[src/rtl/tagged_addr_buf.sv]
// In-order FIFO of tagged request addresses with in-place invalidation (flush / kill-by-tag).
// Optional empty fall-through path enabled by defining TAGGED_ADDR_BUF_BYPASS_EN.
module tagged_addr_buf #(
  parameter int unsigned ADDR_WIDTH   = 4,
  parameter int unsigned DATA_WIDTH   = 32,
  parameter int unsigned TAG_WIDTH    = 2,
  parameter int unsigned AFULL_THRESH = 2**ADDR_WIDTH - 2
) (
  input  logic                  clk,
  input  logic                  reset,
  input  logic                  flush,
  input  logic                  kill,
  input  logic [TAG_WIDTH-1:0]  kill_tag,
  input  logic                  wena,
  input  logic [DATA_WIDTH-1:0] wdata,
  input  logic [TAG_WIDTH-1:0]  wtag,
  input  logic                  rena,
  output logic [DATA_WIDTH-1:0] rdata,
  output logic [TAG_WIDTH-1:0]  rtag,
  output logic                  valid,
  output logic                  empty,
  output logic                  full,
  output logic                  almost_full,
  output logic [ADDR_WIDTH:0]   count
);

  localparam int unsigned DEPTH = 2**ADDR_WIDTH;
  localparam int unsigned CNT_W = ADDR_WIDTH + 1;

  logic [DATA_WIDTH-1:0] data_q [DEPTH];
  logic [TAG_WIDTH-1:0]  tag_q  [DEPTH];
  logic [DEPTH-1:0]      vbit_q;
  logic [DEPTH-1:0]      vbit_d;
  logic [ADDR_WIDTH-1:0] rptr_q;
  logic [ADDR_WIDTH-1:0] wptr_q;
  logic [CNT_W-1:0]      count_q;
  logic [CNT_W-1:0]      count_d;
  logic                  empty_q;
  logic                  full_q;
  logic                  afull_q;
  logic                  bypass_c;
  logic                  pop_ok_c;
  logic                  push_ok_c;
  logic [TAG_WIDTH-1:0]  tag_nxt;

  // A push that is consumed straight through an empty buffer never touches storage.
`ifdef TAGGED_ADDR_BUF_BYPASS_EN
  assign bypass_c = empty_q && wena && rena;
`else
  assign bypass_c = 1'b0;
`endif

  assign pop_ok_c  = rena && !empty_q;
  assign push_ok_c = wena && (!full_q || pop_ok_c) && !bypass_c;

  // Occupancy moves only when exactly one of push/pop happens.
  always_comb begin
    count_d = count_q;
    case ({push_ok_c, pop_ok_c})
      2'b10:   count_d = count_q + CNT_W'(1);
      2'b01:   count_d = count_q - CNT_W'(1);
      default: count_d = count_q;
    endcase
  end

  // Kill compares against the post-write tag so a same-cycle matching push lands invalid.
  always_comb begin
    vbit_d  = vbit_q;
    tag_nxt = '0;
    for (int unsigned i = 0; i < DEPTH; i++) begin
      if (push_ok_c && (wptr_q == ADDR_WIDTH'(i))) begin
        tag_nxt = wtag;
      end else begin
        tag_nxt = tag_q[i];
      end
      if (flush) begin
        vbit_d[i] = 1'b0;
      end else if (kill && (tag_nxt == kill_tag)) begin
        vbit_d[i] = 1'b0;
      end else if (push_ok_c && (wptr_q == ADDR_WIDTH'(i))) begin
        vbit_d[i] = 1'b1;
      end else if (pop_ok_c && (rptr_q == ADDR_WIDTH'(i))) begin
        vbit_d[i] = 1'b0;
      end
    end
  end

  // Control state: pointers, count, status flags and valid bits.
  always_ff @(posedge clk) begin
    if (reset) begin
      rptr_q  <= '0;
      wptr_q  <= '0;
      count_q <= '0;
      empty_q <= 1'b1;
      full_q  <= 1'b0;
      afull_q <= 1'b0;
      vbit_q  <= '0;
    end else begin
      if (pop_ok_c) begin
        rptr_q <= rptr_q + ADDR_WIDTH'(1);
      end
      if (push_ok_c) begin
        wptr_q <= wptr_q + ADDR_WIDTH'(1);
      end
      count_q <= count_d;
      empty_q <= (count_d == '0);
      full_q  <= (count_d == CNT_W'(DEPTH));
      afull_q <= (count_d >= CNT_W'(AFULL_THRESH));
      vbit_q  <= vbit_d;
    end
  end

  // Payload and tag storage carry no reset.
  always_ff @(posedge clk) begin
    if (!reset && push_ok_c) begin
      data_q[wptr_q] <= wdata;
      tag_q[wptr_q]  <= wtag;
    end
  end

  // Show-ahead head read.
  always_comb begin
    rdata = data_q[rptr_q];
    rtag  = tag_q[rptr_q];
    valid = vbit_q[rptr_q] && !empty_q;
`ifdef TAGGED_ADDR_BUF_BYPASS_EN
    if (empty_q && wena) begin
      rdata = wdata;
      rtag  = wtag;
      valid = !flush && !(kill && (wtag == kill_tag));
    end
`endif
  end

  assign empty       = empty_q;
  assign full        = full_q;
  assign almost_full = afull_q;
  assign count       = count_q;

endmodule

[config.mk]
export PLATFORM = sky130hd
export DESIGN_NAME = tagged_addr_buf
export DESIGN_NICKNAME = d
export VERILOG_FILES = /design/src/rtl/tagged_addr_buf.sv
export SDC_FILE = /design/constraint.sdc
export NUM_CORES = 1
export LEC_CHECK = 0
export ABC_AREA = 0
export BUFFER_PORTS_ARGS = -buffer_cell sky130_fd_sc_hd__buf_4
export CAP_MARGIN = 20
export CORE_MARGIN = 2
export CORE_UTILIZATION = 40
export DETAILED_ROUTE_END_ITERATION = 10
export GPL_TIMING_DRIVEN = 0
export HOLD_SLACK_MARGIN = 0.12
export SYNTH_ARGS = -nofsm -noshare
export SYNTH_HDL_FRONTEND = slang
export SYNTH_SLANG_ARGS = --single-unit
[constraint.sdc]
create_clock -name clk -period 5.7 [get_ports clk]
set_input_delay 0.285 -clock clk [delete_from_list [all_inputs] [get_ports clk]]
set_output_delay 0.285 -clock clk [all_outputs]
set_load 0.03 [all_outputs]
==> results of run 1 <==
final cells by class:
type | instances | area (um^2)
antenna | 2 | 5.00
clock buffer | 75 | 1590
buffer | 65 | 338
multi-input combinational | 412 | 5950
inverter | 8 | 30.0
timing repair buffer | 180 | 1740
fill | 4665 | 29700
tap | 765 | 957
sequential | 580 | 17100
clock inverter | 35 | 240
cell usage in the layout, fill, tap and decap left out, types with 2 or more instances in the layout:
master           n
nor2_1          16
nand2_1         26
a211oi_2         5
edfxtp_1       544
xor2_1          38
mux2i_1         34
buf_6           56
dfxtp_1         36
o31a_1           2
diode_2          2
nor3b_1          3
clkinv_2        11
a311oi_1        16
nand4_1          2
nand2b_1         5
buf_2           21
a2111oi_4        4
clkbuf_8         5
nand3b_1         3
ha_1            11
buf_12           4
nor2b_1          4
clkinv_1        17
buf_4           86
clkbuf_16       59
dlygate4sd3_1   35
a21oi_1         20
nor3_1           3
xnor2_1          5
buf_1           10
inv_1            8
clkinv_16        2
a211oi_4         7
mux4_2         175
buf_8            9
clkinvlp_4       3
nor3_2          12
nor2_4           4
clkbuf_1        35
Yosys cell counts (3+ instances only):
master     count
a211oi_2       5
buf_2         21
nand3b_1       3
xnor2_1        5
a211oi_4       7
a311oi_1      16
inv_1          8
buf_6          6
nor2b_1        4
ha_1          11
edfxtp_1     544
nand2b_1       5
nand2_1       26
buf_1         10
clkbuf_1      24
dfxtp_1       36
nor2_1        20
mux2i_1       34
a21oi_1       20
nor3b_1        3
nor3_1        15
buf_4          3
xor2_1        38
mux4_2       175
a2111oi_4      4
tightest hold or removal path, stage by stage:
cell      delay [ns]
buf_2           0.18
xor2_1          0.17
a311oi_1        0.09
sequential cells by signal, summed over array words and instances (netlist names), named ones only:
| name | flops |
|---|---|
| data_q | 512 |
| full | 1 |
| count | 5 |
| almost_full | 1 |
| tag_q | 32 |
| wptr_q | 4 |
| empty | 1 |
| rptr_q | 4 |
| vbit_q | 16 |
power by group:
group	internal (mW)	switching (mW)	total, mW
clock network	2.01	1.61	3.63
registers	4.70	0.0200	4.72
logic	0.442	0.547	0.990
total	7.15	2.18	9.33
metal layers:
layer / GRT usage / vias up
met1: 0.271 / 6225
met5: 0 / -
met2: 0.298 / 408
met3: 0.0311 / 67
li1: - / 4960
met4: 0.0450 / 2
through the flow:
step           power [mW]  setup TNS (ns)  instance area (um^2)
4_1_cts              9.42               0                 27900
2_1_floorplan        5.45               0                 23300
5_1_grt              9.65               0                 27900
3_5_place_dp         5.80               0                 25700
6_report             9.33               0                 27900
3_3_place_gp         5.78         -790.64                 24900
cell families after synthesis:
group                      Yosys count  share of synthesized area
DFF                                580                      0.732
buffers and inverters               73                     0.0158
muxes                              209                      0.184
adders and majority gates           11                    0.00591
AOI/OAI and AO/OA                   62                     0.0273
xor gates and xnor gates            43                     0.0162
and+or+nand+nor                     87                     0.0185
path summary, 6_finish.rpt:
| kind | start | to | depth (start not counted) |
|---|---|---|---|
| worst max-delay path | register | rdata[31] | 6 |
| worst min-delay path | kill_tag[0] | vbit_q[0]$_SDFFE_PP0P_ | 3 |
| worst max register to register | empty$_SDFF_PP1_ | data_q[10][19]$_DFFE_PP_ | 8 |
| worst min register to register | vbit_q[6]$_SDFFE_PP0P_ | vbit_q[6]$_SDFFE_PP0P_ | 2 |
==> reports/results.ini, run 1 <==
[timing]
slew_headroom = 0.280
fin_ws_ns = 1.95
rsz0062_at_grt = no
skew_ns = 0.0282
slew_viol_final = 0
setup_viol = 0
finalHoldViolCount = 0
fmax_mhz = 267
worstMarginPinSlew_ns = 1.07
period_share = 0.658
period_minus_slack_ns = 3.75
holdWs_ns = 0.169

[pwr]
ir_drop_mv = 0.262
pwr_density_cell_mw_per_mm2 = 334
power.leakage_nw = 8.68

[clocking]
clockBufferDepth = 3
cts_resized = 0
cts_tree = built
numClockSinks = 580
post-cts-setup-buffers = 0
path_clk_slew_ns = 0.06
clock_latency_ns = 0.63
numCtsBuffers = 59
cts_hold_buf = 35
htreeDepth = 2
root_buffer = clkbuf_16

[routing]
vias = 11700
wl_met1_um = 24100
via_per_inst = 5.50
wl_per_cell_um = 26.0
drtPass1Iterations = 5
antenna_left = 0
top_layer = met5
drt-initial-drc-count = 1163
routed_wl_um = 55200
route.detailed.drc = 0
met2WireLength_um = 26500
wl_met3_um = 3570

[synth]
synth_area_leaders = edfxtp_1, mux4_2, dfxtp_1
ys_types = 45
async_flop_share = 0
ys_ff_latch = 580
synth_ff_type = edfxtp_1
synth_top_area_cell = edfxtp_1
ys_seq_area_frac = 0.732
syn_nets = 1118
yosys_warnings = 0
synth_area_per_cell_um2 = 21.9
synth-edff-count = 544
synthCells = 1065
syn_area_mm2 = 0.0233
synth_top_area_share = 0.701

[setup_path]
required_ns = 5.41
path_max_fanout = 10
r2r_slack_ns = 2.47
path_class = reg2out
start_kind = register
cpPeakStageDelay_ns = 0.73
slowest_stage = buf_1
crit_arrival_ns = 3.47
cp_num_buf_inv = 4
crit_path_cell_trace = buf_2, buf_2, buf_1, mux4_2, mux4_2, buf_4
crit_family = buffers and inverters
setup.worst_path.end_class = output pin

[floorplanning]
core_area_mm2 = 0.0576
initial_core_util = 0.404
die_h_um = 245
dieArea_mm2 = 0.0602
ios = 85
fp.dieW_um = 245
num_rows = 88

[outcome]
status = finished clean

[cells_and_area]
nets = 1359
areaGrowthSynthToFinish_pct = 19.8
drive_gt1_frac = 0.347
final_core_util = 0.485
instances_no_fill = 2122

[placement]
place_congestion = 0.838
post-place-ws_ns = 2.48
io_buffers = 81
dp_hpwl_um = 36500
numPlacedInstances = 1975

[global_route]
track_usage = 0.187
grt_pass1_vias = 12000
grt_start_max_net_pins = 24
grt_pass1_wl_um = 81500
antenna_found_initial = 3
overflow = 0

[min_path]
hold_path.class = in2reg

[flow_run]
max_cap_viol_count = 0

(Power assumes the default switching activity.)
==> run 2, diff against run 1 <==
clock period = 3.5 ns   (was 5.7 ns; I/O delays follow)
==> reports/results.ini, run 2 (synthesis results as in run 1) <==
[timing]
skew_ns = 0.0512  ; was 0.0282 ns
slew_viol_final = 0  ; unchanged
worstMarginPinSlew_ns = 0.990  ; was 1.07 ns
period_minus_slack_ns = 3.38
holdWs_ns = 0.200  ; was 0.169 ns
period_share = 0.966
setup_viol = 0  ; unchanged
rsz0062_at_grt = no  ; unchanged
finalHoldViolCount = 0  ; unchanged
fmax_mhz = 296
slew_headroom = 0.340  ; was 0.280

[cells_and_area]
final_cell_mix = edfxtp_1, mux4_2, buf_4, clkbuf_16, dlygate4sd3_1  ; was edfxtp_1, mux4_2, buf_4, clkbuf_16, buf_6
final_cell_area_mm2 = 0.0280  ; was 0.0279 mm^2
largest-register = data_q  ; unchanged
instances_no_fill = 2107  ; was 2122
nets = 1344  ; was 1359
drive_gt1_frac = 0.342  ; was 0.347
layout.cells.most_common = edfxtp_1  ; unchanged
reg_top3 = data_q (512), tag_q (32), vbit_q (16)  ; unchanged
largest_register_ffs = 512  ; unchanged
areaGrowthSynthToFinish_pct = 20.4  ; was 19.8%

[setup_path]
required_ns = 3.32  ; was 5.41 ns
crit_arrival_ns = 3.21  ; was 3.47 ns
worst-path-stages = 6  ; unchanged
crit_path_cell_trace = buf_2, buf_2, buf_2, mux4_2, mux4_2, buf_4  ; was buf_2, buf_2, buf_1, mux4_2, mux4_2, buf_4
crit_path_frequent_cell = buf_2
endpoint = rtag[0]  ; was rdata[31]
path_class = reg2out  ; unchanged
crit_family = buffers and inverters  ; unchanged
cp_num_buf_inv = 4  ; unchanged
r2r_slack_ns = 0.35  ; was 2.47 ns
slowest_stage = mux4_2  ; was buf_1
path_max_fanout = 10  ; unchanged
r2r_cells = 8  ; unchanged
setup.worst_path.end_class = output pin  ; unchanged
cpPeakStageDelay_ns = 0.53  ; was 0.73 ns
r2r-start = empty$_SDFF_PP1_  ; unchanged
r2r_end = data_q[12][31]$_DFFE_PP_  ; was data_q[10][19]$_DFFE_PP_
start_kind = register  ; unchanged

[pwr]
ir_drop_mv = 0.484  ; was 0.262 mV
pwr_density_cell_mw_per_mm2 = 541  ; was 334 mW/mm^2
seqPwrFrac = 0.507  ; was 0.505
power_frac_comb = 0.107  ; was 0.106
intPower_mw = 11.6  ; was 7.15 mW
clkPwrFrac = 0.387  ; was 0.388
p_sw_mw = 3.54  ; was 2.18 mW
power.leakage_nw = 8.76  ; was 8.68 nW
p_sw_frac = 0.233  ; was 0.234

[floorplanning]
initial_core_util = 0.404  ; unchanged
core_area_mm2 = 0.0576  ; unchanged
die_h_um = 245  ; unchanged
dieArea_mm2 = 0.0602  ; unchanged
num_rows = 88  ; unchanged
ios = 85  ; unchanged
fp.dieW_um = 245  ; unchanged

[global_route]
grt_pass1_wl_um = 80600  ; was 81500 um
grt_pass1_vias = 11900  ; was 12000
overflow = 0  ; unchanged
track_usage = 0.185  ; was 0.187
grt_start_max_net_pins = 24  ; unchanged
antenna_found_initial = 0  ; was 3

[clocking]
cts_tree = built  ; unchanged
path_clk_slew_ns = 0.06  ; about the same
clock_latency_ns = 0.64  ; was 0.63 ns
numCtsBuffers = 59  ; unchanged
clockBufferDepth = 3  ; unchanged
numClockSinks = 580  ; unchanged
root_buffer = clkbuf_16  ; unchanged
htreeDepth = 2  ; unchanged

[routing]
antenna_left = 0  ; unchanged
drt-initial-drc-count = 1045  ; was 1163
vias = 11500  ; was 11700
wl_per_cell_um = 25.8  ; was 26.0 um
route.detailed.drc = 0  ; unchanged
routed_wl_um = 54500  ; was 55200 um
via_per_inst = 5.48  ; was 5.50
drtPass1Iterations = 5  ; unchanged

[outcome]
status = finished clean  ; unchanged

[placement]
io_buffers = 81  ; unchanged
place_congestion = 0.866  ; was 0.838
dp_hpwl_um = 35500  ; was 36500 um
numPlacedInstances = 1955  ; was 1975
placed_area_mm2 = 0.0258  ; was 0.0257 mm^2

[min_path]
hold_path.class = in2reg  ; unchanged

[flow_run]
max_cap_viol_count = 0  ; unchanged

==> run 2: changes by cell type in the layout (fill, tap and decap cells not counted), moves of 6 or more <==
cell,change
nor3_2,-9
nor3_4,+9
buf_6,-39
clkinv_1,-6
buf_16,+14
buf_8,+8
clkinv_2,+7
==> run 2: through the flow <==
| stage | utilization | total power, mW | setup WS [ns] | TNS, ns |
|---|---|---|---|---|
| global route | 0.487 | 15.7 | 0.0252 | 0 |
| finish | 0.487 | 15.2 | 0.118 | 0 |
| floorplan | - | 8.88 | -0.825 | -84.17 |
| global placement | 0.432 | 9.40 | -4.17 | -1173.26 |
| detailed placement | 0.448 | 9.44 | 0.272 | 0 |
| CTS | 0.487 | 15.3 | 0.0141 | 0 |
==> run 2: how the worst min path moves through the flow <==
stage	startpoint	end	slack (ns)	cells past startpoint
after floorplan	wdata[0]	data_q[0][0]$_DFFE_PP_	0.27	0
after global placement	wdata[22]	data_q[0][22]$_DFFE_PP_	0.47	1
after detailed placement	wdata[2]	data_q[10][2]$_DFFE_PP_	0.48	1
after CTS	rena	vbit_q[0]$_SDFFE_PP0P_	0.19	5
after global routing	rena	vbit_q[0]$_SDFFE_PP0P_	0.23	5
final	flush	vbit_q[0]$_SDFFE_PP0P_	0.20	4
==> run 2: tightest hold or removal path, cell delays in order <==
cell and delay (ns):
buf_4 0.07, or2_2 0.11, buf_1 0.30, a311oi_1 0.08
==> run 2: layout make-up <==
type                       instances  area [um^2]
clock buffer                      76         1570
timing repair buffer             165         1830
multi-input combinational        412         6010
clock inverter                    35          246
buffer                            65          343
fill                            4688        29500
tap                              765          957
sequential                       580        17100
antenna                            1         2.50
inverter                           8         30.0
==> run 2: layer usage <==
| layer | GRT usage | up-vias | wire, um |
|---|---|---|---|
| li1 | - | 4935 | - |
| met1 | 0.272 | 6201 | 24400 |
| met2 | 0.292 | 329 | 26000 |
| met3 | 0.0252 | 78 | 2940 |
| met4 | 0.0500 | 0 | 1170 |
| met5 | 0 | - | 0 |
==> run 2: power groups by stage <==
stage          registers [mW]  clock network, mW  logic (mW)
2_1_floorplan            7.85                  0        1.03
3_3_place_gp             7.83                  0        1.57
3_5_place_dp             7.83                  0        1.61
4_1_cts                  7.68               5.98        1.65
5_1_grt                  7.69               6.26        1.73
6_report                 7.68               5.87        1.62
==> run 2: timing repair <==
action                                 CTS  global route
hold buffers                            39             0
endpoints found under the hold margin  554             0
buffers inserted                         0             0
setup endpoints to repair               34             1
gates resized for setup                  9             1
